===== config.mk =====
export PLATFORM = sky130hd
export DESIGN_NAME = gate_signature_analyzer_flat
export DESIGN_NICKNAME = d
export VERILOG_FILES = /design/src/rtl/gate_signature_analyzer_if.sv /design/src/rtl/gate_signature_analyzer.sv /design/src/flat_wrapper.sv
export SDC_FILE = /design/constraint.sdc
export NUM_CORES = 1
export LEC_CHECK = 0
export ABC_AREA = 1
export CELL_PAD_IN_SITES_DETAIL_PLACEMENT = 0
export CELL_PAD_IN_SITES_GLOBAL_PLACEMENT = 1
export CORE_MARGIN = 3
export CORE_UTILIZATION = 44
export CTS_BUF_LIST = sky130_fd_sc_hd__clkbuf_16
export DETAILED_ROUTE_END_ITERATION = 10
export DONT_BUFFER_PORTS = 1
export GPL_TIMING_DRIVEN = 1
export PLACE_DENSITY = 0.81
export RECOVER_POWER = 50
export SLEW_MARGIN = 15
export SYNTH_ARGS = -nofsm -noshare
export SYNTH_HDL_FRONTEND = slang
export SYNTH_SLANG_ARGS = --single-unit
export TNS_END_PERCENT = 100

===== constraint.sdc =====
create_clock -name clk -period 2.2 [get_ports clk]
set_input_delay 0.22 -clock clk [delete_from_list [all_inputs] [get_ports clk]]
set_output_delay 0.22 -clock clk [all_outputs]
set_load 0.02 [all_outputs]

===== src/rtl/gate_signature_analyzer_if.sv =====
`default_nettype none
// =============================================================================
// gate_signature_analyzer_if : start/response handshake and result bundle
//   Optional golden/pass/fail signals exist only when GOLDEN_CMP_EN is defined.
// Revision: 1.0
// =============================================================================
interface gate_signature_analyzer_if;
  logic        start;
  logic [15:0] num_vec;
  logic        resp_valid;
  logic [9:0]  resp;
  logic        resp_ready;
  logic        busy;
  logic        done;
  logic [15:0] signature;
  logic [15:0] vec_cnt;
`ifdef GOLDEN_CMP_EN
  logic [15:0] golden;
  logic        pass;
  logic        fail;

  modport master (
    output start, num_vec, resp_valid, resp, golden,
    input  resp_ready, busy, done, signature, vec_cnt, pass, fail
  );
  modport slave (
    input  start, num_vec, resp_valid, resp, golden,
    output resp_ready, busy, done, signature, vec_cnt, pass, fail
  );
`else
  modport master (
    output start, num_vec, resp_valid, resp,
    input  resp_ready, busy, done, signature, vec_cnt
  );
  modport slave (
    input  start, num_vec, resp_valid, resp,
    output resp_ready, busy, done, signature, vec_cnt
  );
`endif
endinterface
`default_nettype wire


===== src/rtl/gate_signature_analyzer.sv =====
`default_nettype none
// =============================================================================
// gate_signature_analyzer : 16-bit MISR compactor for 10-bit gate-model outputs
//   Optional golden compare with pass/fail verdict under macro GOLDEN_CMP_EN.
// Revision: 1.0
// =============================================================================
module gate_signature_analyzer #(
  parameter logic [15:0] SEED = 16'hFFFF,
  parameter logic [15:0] POLY = 16'h1021
) (
  input  wire logic           clk,
  input  wire logic           rst,
  gate_signature_analyzer_if.slave bus
);

  typedef enum logic [1:0] {
    IDLE    = 2'd0,
    CAPTURE = 2'd1,
    DONE    = 2'd2
  } state_t;

  state_t      state_q, state_d;
  logic [15:0] sig_q, sig_d;
  logic [15:0] cnt_q, cnt_d;
  logic [15:0] nv_q, nv_d;
  logic        start_acc;
  logic        xfer;

  assign start_acc = (state_q == IDLE) && bus.start;
  assign xfer      = (state_q == CAPTURE) && bus.resp_valid;

  always_comb begin
    state_d = state_q;
    sig_d   = sig_q;
    cnt_d   = cnt_q;
    nv_d    = nv_q;
    case (state_q)
      IDLE: begin
        if (bus.start) begin
          nv_d    = bus.num_vec;
          sig_d   = SEED;
          cnt_d   = 16'd0;
          state_d = (bus.num_vec == 16'd0) ? DONE : CAPTURE;
        end
      end
      CAPTURE: begin
        if (xfer) begin
          sig_d = {sig_q[14:0], 1'b0} ^ (sig_q[15] ? POLY : 16'h0000) ^ {6'b0, bus.resp};
          cnt_d = cnt_q + 16'd1;
          // nv_q is non-zero here, so nv_q - 1 cannot underflow
          if (cnt_q == nv_q - 16'd1) begin
            state_d = DONE;
          end
        end
      end
      DONE:    state_d = IDLE;
      default: state_d = IDLE;
    endcase
  end

  always_ff @(posedge clk) begin
    if (rst) begin
      state_q <= IDLE;
      sig_q   <= SEED;
      cnt_q   <= 16'd0;
      nv_q    <= 16'd0;
    end else begin
      state_q <= state_d;
      sig_q   <= sig_d;
      cnt_q   <= cnt_d;
      nv_q    <= nv_d;
    end
  end

  assign bus.resp_ready = (state_q == CAPTURE);
  assign bus.busy       = (state_q != IDLE);
  assign bus.done       = (state_q == DONE);
  assign bus.signature  = sig_q;
  assign bus.vec_cnt    = cnt_q;

`ifdef GOLDEN_CMP_EN
  logic pass_q, pass_d;
  logic fail_q, fail_d;

  // Verdict is taken from the final signature while in DONE
  always_comb begin
    pass_d = pass_q;
    fail_d = fail_q;
    if (start_acc) begin
      pass_d = 1'b0;
      fail_d = 1'b0;
    end else if (state_q == DONE) begin
      pass_d = (sig_q == bus.golden);
      fail_d = (sig_q != bus.golden);
    end
  end

  always_ff @(posedge clk) begin
    if (rst) begin
      pass_q <= 1'b0;
      fail_q <= 1'b0;
    end else begin
      pass_q <= pass_d;
      fail_q <= fail_d;
    end
  end

  assign bus.pass = pass_q;
  assign bus.fail = fail_q;
`else
  logic unused_start_acc;
  assign unused_start_acc = start_acc;
`endif

endmodule
`default_nettype wire


===== src/flat_wrapper.sv =====
// flat-port wrapper written by rule: the top's interface ports become plain ports
module gate_signature_analyzer_flat 
#(
  parameter logic [15:0] SEED = 16'hFFFF,
  parameter logic [15:0] POLY = 16'h1021
)
  (clk, rst, bus_start, bus_num_vec, bus_resp_valid, bus_resp, bus_resp_ready, bus_busy, bus_done, bus_signature, bus_vec_cnt);
  gate_signature_analyzer_if bus_i ();
  input  wire logic clk;
  input  wire logic rst;
  input wire logic [$bits(bus_i.start)-1:0] bus_start;
  input wire logic [$bits(bus_i.num_vec)-1:0] bus_num_vec;
  input wire logic [$bits(bus_i.resp_valid)-1:0] bus_resp_valid;
  input wire logic [$bits(bus_i.resp)-1:0] bus_resp;
  output wire logic [$bits(bus_i.resp_ready)-1:0] bus_resp_ready;
  output wire logic [$bits(bus_i.busy)-1:0] bus_busy;
  output wire logic [$bits(bus_i.done)-1:0] bus_done;
  output wire logic [$bits(bus_i.signature)-1:0] bus_signature;
  output wire logic [$bits(bus_i.vec_cnt)-1:0] bus_vec_cnt;
  assign bus_i.start = bus_start;
  assign bus_i.num_vec = bus_num_vec;
  assign bus_i.resp_valid = bus_resp_valid;
  assign bus_i.resp = bus_resp;
  assign bus_resp_ready = bus_i.resp_ready;
  assign bus_busy = bus_i.busy;
  assign bus_done = bus_i.done;
  assign bus_signature = bus_i.signature;
  assign bus_vec_cnt = bus_i.vec_cnt;
  gate_signature_analyzer #(.SEED(SEED), .POLY(POLY)) u_core (.clk(clk), .rst(rst), .bus(bus_i));
endmodule

==> results.tsv <==
metric	value	unit
outcome	complete, no violations	
hold_depth	2	
min_path_type	in -> reg	
p_leak	1.29	nW
area_delta_synth_final	11.9	%
drc	0	
fill_cells	619	
ys_ff_latch	50	
crit_path_end	u_core.bus.vec_cnt[15]$_SDFFE_PP0P_	
drv_slew	0	
clk_path_buf_depth	2	
fin_crit_sh	0.936	
setup_tns	0	ns
first_global_vias	2403	
ir_drop	0.438	mV
ys.warnings.count	0	
die-area	0.00711	mm2
max_freq	486	MHz
fin_area	0.00302	mm2
wirelength	6.94	mm
p_per_area	879	mW/mm2
start_util	0.473	
h-tree-depth	2	
cp_max_fo	5	
place_area	0.00286	mm2
grt_max_degree	25	
ioPinCount	65	
async_flop_share	0	
clock_skew	0.00457	ns
diodes	0	
synthFlopType	dfxtp_1	
cts_setup_buffers	0	
worst_ep_arrival_time	2.25	ns
drive_gt1_frac	0.0752	
multiInputGateArea	0.00151	mm2
required	2.39	ns
drt-initial-drc-count	76	
r2r-end	u_core.bus.vec_cnt[15]$_SDFFE_PP0P_	
ys_seq_area_frac	0.371	
die_h	84.3	um
dp_hpwl	5.28	mm
rows	27	
place_congestion	0.822	
worstMarginPinSlew	0.715	ns
die-width	84.3	um
via_per_inst	5.29	
reg2reg_depth	12	
syn_avg_cell_area	6.78	um2
first_pass_iters	4	
cts_tree	built	
ant_nets	0	
yosys.cell_count.top_type	nand2_1	
io_buffers	0	
vias	2559	
core	0.00571	mm2
synthCells	398	
clk-insertion-delay-late	0.29	ns
reg2reg_slack	0.14	ns
clkSinkCount	50	
maxSlewHeadroom	0.523	
setup_viol	0	
syn_area	0.00270	mm2
critPathLaunch	u_core.bus.vec_cnt[2]$_SDFFE_PP0P_	
synthTopCellsByCount	nand2_1 (85), nor2_1 (58), dfxtp_1 (50)	
wire_per_inst	14.3	um
startpoint_type	register	
clk_pin_slew	0.07	ns
period_needed	2.06	ns
grt_pass1_wl	11.2	mm
synth_nets	430	
fin_nets	443	
synth_cell_type_count	30	
synth_edf_count	0	
maxCapViolCount	0	
regArea	0.00100	mm2
hold_viol_final	0	
grt.total_usage	0.193	
path_class	reg -> reg	
yosys.area.top_type	dfxtp_1	
cp-end-kind	register	
reg2reg_from	u_core.bus.vec_cnt[2]$_SDFFE_PP0P_	
yosys.area.top_type_share	0.371	
synthTopCellsByArea	dfxtp_1 (37%), nand2_1 (12%), nor2_1 (8.1%)	
antenna_found_initial	0	
hold_start	bus_resp_valid	
clock-root-buffer	clkbuf_16	
cts_buffers	5	
rsz0062_at_grt	false	
gr-total-overflow	0	
==> timing repair <==
item | CTS | global route
setup endpoints to repair | 0 | 3
gates resized for setup | 0 | 2
hold buffers | 1 | 1
hold endpoints to repair | 3 | 1
==> critical path: stages (launching register included) <==
cell	delay (ns)
dfxtp_1	0.34
clkbuf_1	0.37
nand3_1	0.22
nor2_4	0.17
nand3_1	0.10
nor2_1	0.15
nand2_1	0.08
inv_2	0.09
nand3_2	0.10
nor2_2	0.13
nand3_1	0.08
nand2_1	0.08
nor2_1	0.04
==> routing by layer <==
| metal | track usage | vias up | wire [um] |
|---|---|---|---|
| met5 | 0 | - | 0 |
| met4 | 0.0662 | 0 | 192 |
| met3 | 0.0589 | 17 | 487 |
| met2 | 0.318 | 70 | 3110 |
| met1 | 0.238 | 1167 | 3150 |
| li1 | - | 1305 | - |
==> how the worst min path moves through the flow <==
| stage | slack (ns) | end |
|---|---|---|
| after global routing | 0.1 | u_core.nv_q[10]$_SDFFE_PP0P_ |
| after global placement | 0.29 | u_core.state_q[0]$_SDFFE_PP0P_ |
| after CTS | 0.001 | u_core.bus.vec_cnt[0]$_SDFFE_PP0P_ |
| final | 0.1 | u_core.bus.vec_cnt[1]$_SDFFE_PP0P_ |
| after detailed placement | 0.29 | u_core.state_q[0]$_SDFFE_PP0P_ |
| after floorplan | 0.29 | u_core.bus.vec_cnt[1]$_SDFFE_PP0P_ |
==> flip-flops by register name, summed over array words and instances (netlist names) <==
name and count:
u_core.bus.signature 16, u_core.bus.vec_cnt 16, u_core.state_q 2, u_core.nv_q 16
==> power breakdown <==
group	internal (mW)	leakage (nW)	switching [mW]
registers	0.989	0.411	0.145
logic	0.225	0.796	0.396
clock network	0.539	0.0842	0.360
total	1.75	1.29	0.900
==> layout by cell type (no fill, tap or decap), drive strengths merged, types with 2 or more instances in the layout <==
master,n
a21oi,20
buf,5
clkbuf,14
clkinv,2
dfxtp,50
dlygate4sd3,2
ha,2
inv,41
nand2,90
nand3,30
nand3b,2
nor2,65
nor3,9
nor4,4
o21ai,39
xnor2,9
xor2,20
==> per-stage QoR <==
step	total power, mW	hold WS [ns]	util	setup WS, ns	std cells
after floorplan	1.62	0.289	-	0.200	398
after global placement	1.77	0.291	0.501	0.230	474
after detailed placement	1.78	0.293	0.501	0.210	474
after CTS	2.68	0.00124	0.532	0.172	483
after global routing	2.82	0.0955	0.529	0.00876	484
final	2.65	0.0970	0.529	0.142	484
==> kinds of logic (layout without fill, tap and decap cells) <==
logic type / after synthesis / after routing / share of synthesized area
xor+xnor: 29 / 29 / 0.0941
buf+inv: 51 / 65 / 0.0718
flops: 50 / 50 / 0.371
fa+ha+maj: 2 / 2 / 0.00927
compound gates: 64 / 64 / 0.123
simple gates: 202 / 202 / 0.331
==> layout make-up <==
class                      instances  area share
clock buffer                       5      0.0414
clock inverter                     3      0.0145
inverter                          41      0.0518
multi-input combinational        297       0.501
sequential                        50       0.331
tap                               72      0.0298
timing repair buffer              16      0.0302
No activity file was read; power rests on OpenSTA's default activity.
